### src/rtl/disp_pkg.sv
// Shared definitions for the display-sharing arbiter slice.
package disp_pkg;

    localparam int DISP_W     = 16;
    localparam int DIGIT_W    = 4;
    localparam int NUM_DIGITS = 4;

    typedef enum logic {
        IDLE  = 1'b0,
        SERVE = 1'b1
    } state_t;

endpackage

### src/rtl/disp_share_arbiter_rr_pick.sv
// Round-robin picker: first requester at or after rr_ptr+1 (wrapping) whose
// mask bit is set. Purely combinational.
module rr_pick #(
    parameter int NUM_REQ = 4
) (
    input  logic [NUM_REQ-1:0]         req,
    input  logic [NUM_REQ-1:0]         mask,
    input  logic [$clog2(NUM_REQ)-1:0] rr_ptr,
    output logic                       found,
    output logic [$clog2(NUM_REQ)-1:0] winner
);

    localparam int IDX_W = $clog2(NUM_REQ);

    // Scan rr_ptr+1 .. rr_ptr+NUM_REQ, first eligible requester wins
    always_comb begin
        found  = 1'b0;
        winner = rr_ptr;
        for (int k = 1; k <= NUM_REQ; k++) begin
            logic [IDX_W-1:0] sel;
            sel = IDX_W'((int'(rr_ptr) + k) % NUM_REQ);
            if (!found && req[sel] && mask[sel]) begin
                found  = 1'b1;
                winner = sel;
            end
        end
    end

endmodule

### src/rtl/disp_share_arbiter.sv
// Shares the 4-digit 7-seg display among NUM_REQ sources with a round-robin
// arbiter and a minimum dwell per owner. All outputs are registered.
// Build option: define DISP_ARB_HOLD_EN to keep the last owner's word on
// disp_data while idle; otherwise disp_data clears to 0000 on entering idle.
module disp_share_arbiter
    import disp_pkg::*;
#(
    parameter int NUM_REQ = 4,
    parameter int DWELL   = 50_000_000,
    parameter int CNT_W   = 26
) (
    input  logic                         clk,
    input  logic                         rst_n,
    input  logic [NUM_REQ-1:0]           req,
    input  logic [DISP_W*NUM_REQ-1:0]    req_data,
    output logic [NUM_REQ-1:0]           grant,
    output logic [$clog2(NUM_REQ)-1:0]   owner,
    output logic [DISP_W-1:0]            disp_data,
    output logic                         disp_valid,
    output logic                         switch_p
);

    localparam int               IDX_W   = $clog2(NUM_REQ);
    localparam logic [CNT_W-1:0] CNT_MAX = CNT_W'(DWELL - 1);

    state_t              state_q, state_d;
    logic [IDX_W-1:0]    rr_ptr, rr_d;
    logic [CNT_W-1:0]    dwell_cnt, cnt_d;
    logic [NUM_REQ-1:0]  grant_d;
    logic [IDX_W-1:0]    owner_d;
    logic [DISP_W-1:0]   data_d;
    logic                valid_d;
    logic                sw_d;

    logic [NUM_REQ-1:0]  pick_mask;
    logic                pick_found;
    logic [IDX_W-1:0]    pick_winner;
    logic                take;

    // Owner is excluded while serving so a hand-over always moves to someone else
    assign pick_mask = (state_q == SERVE) ? ~(NUM_REQ'(1) << owner) : {NUM_REQ{1'b1}};

    rr_pick #(
        .NUM_REQ (NUM_REQ)
    ) u_pick (
        .req    (req),
        .mask   (pick_mask),
        .rr_ptr (rr_ptr),
        .found  (pick_found),
        .winner (pick_winner)
    );

    // Next-state and next-output decode; release takes priority over dwell expiry
    always_comb begin
        state_d = state_q;
        rr_d    = rr_ptr;
        cnt_d   = dwell_cnt;
        grant_d = grant;
        owner_d = owner;
        data_d  = disp_data;
        valid_d = disp_valid;
        sw_d    = 1'b0;
        take    = 1'b0;

        case (state_q)
            IDLE: begin
                take = pick_found;
            end
            SERVE: begin
                if (!req[owner]) begin
                    if (pick_found) begin
                        take = 1'b1;
                    end else begin
                        state_d = IDLE;
                        grant_d = '0;
                        valid_d = 1'b0;
`ifndef DISP_ARB_HOLD_EN
                        data_d  = '0;
`endif
                    end
                end else if (dwell_cnt == CNT_MAX && pick_found) begin
                    take = 1'b1;
                end else begin
                    data_d = req_data[DISP_W*int'(owner) +: DISP_W];
                    if (dwell_cnt != CNT_MAX) begin
                        cnt_d = dwell_cnt + 1'b1;
                    end
                end
            end
            default: ;
        endcase

        if (take) begin
            state_d = SERVE;
            grant_d = NUM_REQ'(1) << pick_winner;
            owner_d = pick_winner;
            rr_d    = pick_winner;
            cnt_d   = '0;
            data_d  = req_data[DISP_W*int'(pick_winner) +: DISP_W];
            valid_d = 1'b1;
            sw_d    = 1'b1;
        end
    end

    // State and output registers; rr_ptr resets to the last index so source 0 wins first
    always_ff @(posedge clk or negedge rst_n) begin
        if (!rst_n) begin
            state_q    <= IDLE;
            rr_ptr     <= IDX_W'(NUM_REQ - 1);
            dwell_cnt  <= '0;
            grant      <= '0;
            owner      <= '0;
            disp_data  <= '0;
            disp_valid <= 1'b0;
            switch_p   <= 1'b0;
        end else begin
            state_q    <= state_d;
            rr_ptr     <= rr_d;
            dwell_cnt  <= cnt_d;
            grant      <= grant_d;
            owner      <= owner_d;
            disp_data  <= data_d;
            disp_valid <= valid_d;
            switch_p   <= sw_d;
        end
    end

endmodule

### config.mk
export PLATFORM = sky130hd
export DESIGN_NAME = disp_share_arbiter
export DESIGN_NICKNAME = d
export VERILOG_FILES = /design/src/rtl/disp_pkg.sv /design/src/rtl/disp_share_arbiter_rr_pick.sv /design/src/rtl/disp_share_arbiter.sv
export SDC_FILE = /design/constraint.sdc
export NUM_CORES = 1
export LEC_CHECK = 0
export BUFFER_PORTS_ARGS = -buffer_cell sky130_fd_sc_hd__buf_4
export CORE_MARGIN = 3
export CORE_UTILIZATION = 37
export CTS_BUF_LIST = sky130_fd_sc_hd__clkbuf_2 sky130_fd_sc_hd__clkbuf_4 sky130_fd_sc_hd__clkbuf_8
export DETAILED_ROUTE_END_ITERATION = 8
export PLACE_DENSITY = 0.63
export RECOVER_POWER = 50
export SLEW_MARGIN = 5
export SYNTH_ARGS = -nofsm -noshare
export SYNTH_HDL_FRONTEND = slang
export SYNTH_SLANG_ARGS = --single-unit
### constraint.sdc
create_clock -name clk -period 5.5 [get_ports clk]
set_input_delay 1.65 -clock clk [delete_from_list [all_inputs] [get_ports clk]]
set_output_delay 1.65 -clock clk [all_outputs]
set_load 0.01 [all_outputs]
==> results of run 1 <==
-- path summary, 6_finish.rpt --
check,cells after the start,endpoint,from
setup / recovery,8,disp_data[10],req[3]
hold / removal,1,dwell_cnt[6],dwell_cnt[6]
setup reg to reg,8,disp_data[10],owner[0]
hold reg to reg,1,dwell_cnt[6],dwell_cnt[6]
max in group asynchronous,1,disp_data[15],rst_n
min in group asynchronous,1,dwell_cnt[22],rst_n
-- state kept, by name, indices dropped and copies added, names as in the netlist --
signal	count
state_q	1
dwell_cnt	26
disp_data	16
rr_ptr	2
switch_p	1
owner	2
grant	4
disp_valid	1
-- cell usage in the layout (no fill, tap or decap), types with 2 or more instances in the layout --
master     n
buf_4     93
nand2_1   84
dfrtp_1   51
nand3_1   50
o21ai_0   38
and3_1    36
nor2_1    34
a31oi_1   33
a211oi_1  32
o211ai_1  24
a21oi_1   23
inv_1     23
mux4_2    18
a22o_1    18
o311ai_0  17
a221oi_1  16
clkbuf_1  13
o31ai_1    8
nor2b_1    6
nand4_1    6
clkbuf_8   5
nand3b_1   4
mux2i_1    4
nand2b_1   4
and2_1     3
o41ai_1    3
nor4_1     2
xor2_1     2
nand4b_1   2
mux2_2     2
or3b_4     2
a21boi_0   2
a22oi_1    2
a21o_1     2
or3_1      2
or2_2      2
o21a_1     2
dfstp_2    2
-- kinds of logic after synthesis --
| group | Yosys count | synth area share |
|---|---|---|
| AND/OR/NAND/NOR | 245 | 0.2375 |
| AO/OA/AOI/OAI | 233 | 0.3290 |
| buffers and inverters | 91 | 0.07278 |
| flip-flops | 53 | 0.2611 |
| multiplexers | 24 | 0.09196 |
| XOR/XNOR | 3 | 0.005164 |
| adder cells (fa/ha/maj) | 1 | 0.002458 |
-- metrics by stage --
stage / util / instances
floorplan: - / 650
global placement: 0.4393 / 865
detailed placement: 0.4393 / 865
CTS: 0.4460 / 873
global route: 0.4424 / 873
finish: 0.4424 / 873
-- area by class of cell --
class,count,area [um2],share of cell area
multi-input combinational,506,3428,0.5806
timing repair buffer,106,747.0,0.1265
clock buffer,5,68.82,0.01166
clock inverter,3,21.27,0.003602
sequential,53,1329,0.2250
inverter,24,90.09,0.01526
tap,176,220.2,0.03730
-- power by group through the flow --
stage | registers, W | clock network [W] | logic (W)
after floorplan | 0.000617 | 0 | 0.00174
after global placement | 0.000636 | 0 | 0.00233
after detailed placement | 0.000638 | 0 | 0.00238
after CTS | 0.000632 | 0.000240 | 0.00239
after global routing | 0.000646 | 0.000256 | 0.00263
final | 0.000631 | 0.000232 | 0.00237
-- metal layers --
layer	GRT usage	wire length [um]	part of all wire	up-vias
li1	-	-	-	2592
met1	0.2924	7095	0.42	2642
met2	0.3816	8344	0.49	213
met3	0.03522	1078	0.064	34
met4	0.06574	415	0.025	0
met5	0	0	0	-
==> impl_metrics.csv, run 1 <==
group,metric,value,unit
place,gp_congestion,0.8586,
yosys,yosys-top-cells-count,"nand2_1, clkbuf_1, dfrtp_1",
grt,grt_pass1_vias,5362,
detailed_routing,finalWirelength,16930,um
yosys,yosys.area.top_type,"dfrtp_1",
yosys,synth_top_area_share,0.2508,
grt,groute.usage.overall,0.2236,
yosys,synth.distinct_cells,60,
sta,period_minus_slack,4.062,ns
detailed_routing,firstDrtPassIters,5,
power_and_ir_drop,finalPower,0.003232,W
final_layout,syn2layout_area_growth,16.03,%
yosys,avgSynthCellArea,7.829,um2
detailed_routing,num_vias,5481,
sta,rsz0062_at_grt,"no",
job,maxCapViolCount,1,
clocking,clock_latency,0.31,ns
yosys,synth_edf_count,0,
clocking,cts_resized,0,
sta,final_max_slew_viol_count,54,
power_and_ir_drop,seq_power_share,0.195,
clocking,htree_levels,2,
sta,skew,0.006962,ns
power_and_ir_drop,power.internal,0.001522,W
power_and_ir_drop,swShare,0.5290,
sta,relSlewSlack,-0.9390,
setup_path,cp_slowest_stage_delay,0.79,ns
clocking,cts-hold-fix-buffers,0,
sta,hold_viol,0,
clocking,numCtsBuffers,5,
setup_path,path_cells,"buf_4 -> nor2b_1 -> a32oi_2 -> a21boi_0 -> or3b_4 -> a31oi_4 -> o211ai_1 -> o311ai_0",
detailed_routing,ant_nets,0,
clocking,clk_pin_slew_worst_paths,0.10,ns
final_layout,design_area,5904,um2
clocking,clk_path_buf_depth,2,
grt,antenna_found_initial,0,
detailed_routing,drc,0,
yosys,seq_area_frac_synth,0.2611,
status,status,"finished, violations left",
floorplan,rows,42,
floorplan,initial_utilization,0.3812,
setup_path,worstPathRequired,5.70,ns
final_layout,fillers,1398,
power_and_ir_drop,p_switching,0.001710,W
floorplan,core_area,13350,um2
final_layout,drive_above_1_share,0.1951,
place,hpwl,11290,um
power_and_ir_drop,power_frac_comb,0.733,
sta,fin_ws,1.438,ns
sta,fmax,246.2,MHz
yosys,ys.flop_type,"dfrtp_1",
clocking,root_buffer,"clkbuf_8",
setup_path,crit_path_max_fanout,36,
setup_path,reg2reg_slack,1.88,ns
setup_path,cp-start-kind,"input port",
final_layout,antennaDiodeCount,0,
place,io_buffer_count,93,
floorplan,die_area,15200,um2
setup_path,slowest_stage,"a31oi_4",
sta,fin_setup_tns,0,ns
detailed_routing,drtIter0Drc,533,
yosys,yosysMostFrequentCell,"nand2_1",
place,placed_area,5863,um2
sta,period_share,0.7385,
sta,hold_slack,0.4874,ns
setup_path,path_class,"input port to flip-flop",
clocking,cts.sinks,53,
yosys,synth_area_leaders,"dfrtp_1, mux4_2, nand2_1",
power_and_ir_drop,p_clk_frac,0.072,
detailed_routing,wire_per_inst,19.40,um
clocking,tritoncts,"done",
grt,grt_pass1_wl,27410,um
power_and_ir_drop,p_per_area,547.4,nW/um2
min_path,min_path_type,"flip-flop to flip-flop",
clocking,cts_setup_buffers,0,
setup_path,critPathBufInv,1,
yosys,yosys_warnings,0,
power_and_ir_drop,p_leak,2.425,nW
sta,worst_pin_slew,2.908,ns
yosys,ys_async_sr_fraction,1.000,
yosys,netlist_instances,650,
setup_path,worstSetupEndpointType,"flip-flop",
yosys,syn-cell-area,5089,um2
final_layout,layout.nets,767,
setup_path,crit_family,"compound AO/OA/AOI/OAI gates",
grt,grt_max_degree,71,
floorplan,ios,94,
power_and_ir_drop,ir_worst_vdd,0.2896,mV
place,place_ws,1.137,ns
yosys,ys_ff_latch,53,
yosys,syn-num-nets,721,
setup_path,cp.arrival,4.27,ns
sta,setup_violations,0,
status,failed_checks,"max-capacitance violations, max-slew violations",
floorplan,die_w,123.3,um
floorplan,die_y,123.3,um
grt,gr-total-overflow,0,
detailed_routing,vias_per_cell,6.278,
Power figures use the tool's default switching activity.
==> inputs of run 2 (changes only) <==
- clock period: 5.5 -> 3.82 ns (I/O delays scaled with it)
==> run 2 against run 1 <==
The run now ends clean. Worst hold slack gained 0.0010 ns. First-iteration DRC count grew 14%. Register-to-register slack lost 1.1 ns. Via count grew 3.3%. Non-clock buffer count grew 7. Sequential power grew 47%. Flip-flop and latch count is the same. Total power grew 48%. Global-route usage grew 0.49 points. Count of clock-buffer cells in the layout is the same. Die area is the same. Critical path type unchanged. Largest cell class unchanged.
==> impl_metrics.csv, run 2 (synthesized netlist as in run 1, its figures left out) <==
group,metric,value,unit
setup_path,crit_path_max_fanout,32,
job,maxCapViolCount,0,
setup_path,cp_slowest_stage_delay,0.88,ns
place,gp_congestion,0.9025,
clocking,tritoncts,"done",
clocking,clk_path_buf_depth,2,
floorplan,rows,42,
min_path,min_path_type,"flip-flop to flip-flop",
setup_path,critPathBufInv,1,
sta,final_max_slew_viol_count,0,
final_layout,largest_reg_flops,26,
setup_path,cp-start-kind,"input port",
sta,skew,0.01997,ns
floorplan,die_w,123.3,um
detailed_routing,num_vias,5661,
place,io_buffer_count,93,
sta,fmax,320.4,MHz
power_and_ir_drop,finalPower,0.004771,W
detailed_routing,vias_per_cell,6.433,
grt,groute.usage.overall,0.2285,
final_layout,ff_latch_area,1329,um2
power_and_ir_drop,p_leak,2.462,nW
clocking,cts.sinks,53,
floorplan,core_area,13350,um2
clocking,numCtsBuffers,5,
final_layout,fillers,1373,
setup_path,worstPathRequired,4.03,ns
detailed_routing,ant_nets,0,
setup_path,path_class,"input port to flip-flop",
final_layout,drive_above_1_share,0.2045,
detailed_routing,drtIter0Drc,610,
final_layout,multi_input_area,3428,um2
grt,grt_max_degree,82,
sta,worst_pin_slew,1.426,ns
sta,rsz0062_at_grt,"no",
floorplan,die_area,15200,um2
grt,antenna_found_initial,0,
sta,period_minus_slack,3.121,ns
floorplan,initial_utilization,0.3812,
clocking,cts-hold-fix-buffers,0,
grt,gr-total-overflow,0,
final_layout,layout_commonest_cell,"buf_4",
power_and_ir_drop,ir_worst_vdd,0.3559,mV
setup_path,slowest_stage,"nor3_4",
clocking,htree_levels,2,
clocking,root_buffer,"clkbuf_8",
final_layout,syn2layout_area_growth,17.09,%
clocking,cts_resized,0,
detailed_routing,drc,0,
setup_path,cp.arrival,3.33,ns
place,hpwl,11500,um
detailed_routing,wire_per_inst,20.14,um
place,dpl.cell_count,872,
clocking,clock_latency,0.33,ns
final_layout,regMostFlops,"dwell_cnt",
sta,period_share,0.8170,
detailed_routing,firstDrtPassIters,5,
place,placed_area,5916,um2
power_and_ir_drop,p_per_area,800.8,nW/um2
floorplan,ios,94,
detailed_routing,finalWirelength,17730,um
status,status,"completed",
clocking,clk_pin_slew_worst_paths,0.12,ns
setup_path,worstSetupEndpointType,"flip-flop",
setup_path,path_cells,"buf_4 -> and4b_1 -> nor3_4 -> and3_1 -> a211oi_1 -> a31oi_1 -> a221oi_1 -> o311ai_0",
final_layout,layout.nets,774,
setup_path,crit_family,"simple AND/OR/NAND/NOR gates",
sta,hold_viol,0,
final_layout,top_regs,"dwell_cnt: 26 flops, disp_data: 16 flops, grant: 4 flops",
sta,fin_setup_tns,0,ns
final_layout,antennaDiodeCount,0,
sta,relSlewSlack,0.04932,
final_layout,instances_no_fill,880,
sta,setup_violations,0,
clocking,cts_setup_buffers,0,
grt,grt_pass1_vias,5313,
final_layout,design_area,5958,um2
floorplan,die_y,123.3,um
grt,grt_pass1_wl,27950,um
final_layout,final_cell_mix,"buf_4, nand2_1, dfrtp_1, nand3_1, o21ai_0",
sta,hold_slack,0.4884,ns
-- run 2: cell types whose count changed in the layout (fill, tap and decap cells not counted) --
cell | before | now
clkbuf_2 | 0 | 1
buf_4 | 93 | 100
clkbuf_1 | 13 | 12
-- run 2: final timing paths --
path | to | startpoint | slack (ns) | cells after the start
setup / recovery | disp_data[1] | req[1] | 0.70 | 8
hold / removal | dwell_cnt[6] | dwell_cnt[6] | 0.49 | 1
setup reg to reg | disp_data[1] | state_q | 0.81 | 9
hold reg to reg | dwell_cnt[6] | dwell_cnt[6] | 0.49 | 1
max in group asynchronous | dwell_cnt[21] | rst_n | 1.81 | 1
min in group asynchronous | disp_valid | rst_n | 1.16 | 1
-- run 2: power breakdown --
part / switching (W) / internal, W / total [W] / leakage [nW]
clock: 0.000211 / 0.000131 / 0.000342 / 0.0445
sequential: 0.000189 / 0.000740 / 0.000930 / 0.677
combinational: 0.00213 / 0.00137 / 0.00350 / 1.74
total: 0.00253 / 0.00224 / 0.00477 / 2.46
-- run 2: final cells by class --
cell class,instances,share of cell area
multi-input cells,506,0.5754
flip-flops and latches,53,0.2230
repair buffers,113,0.1344
well taps,176,0.03696
inverters,24,0.01512
clock buffers,5,0.01155
clock inverters,3,0.003570
-- run 2: metrics by stage --
stage               setup slack [ns]  utilization
global route                  0.4275       0.4464
detailed placement            0.4476       0.4432
floorplan                     0.7480            -
global placement              0.4660       0.4432
finish                        0.6989       0.4464
CTS                           0.7928       0.4499
-- run 2: routing by layer --
metal / routed length [um] / up-vias / part of all wire / global-route usage
met5: 0 / - / 0 / 0
met4: 367 / 0 / 0.021 / 0.06851
met3: 1389 / 32 / 0.078 / 0.02928
met2: 8425 / 286 / 0.48 / 0.3687
met1: 7543 / 2736 / 0.43 / 0.3201
li1: - / 2607 / - / -
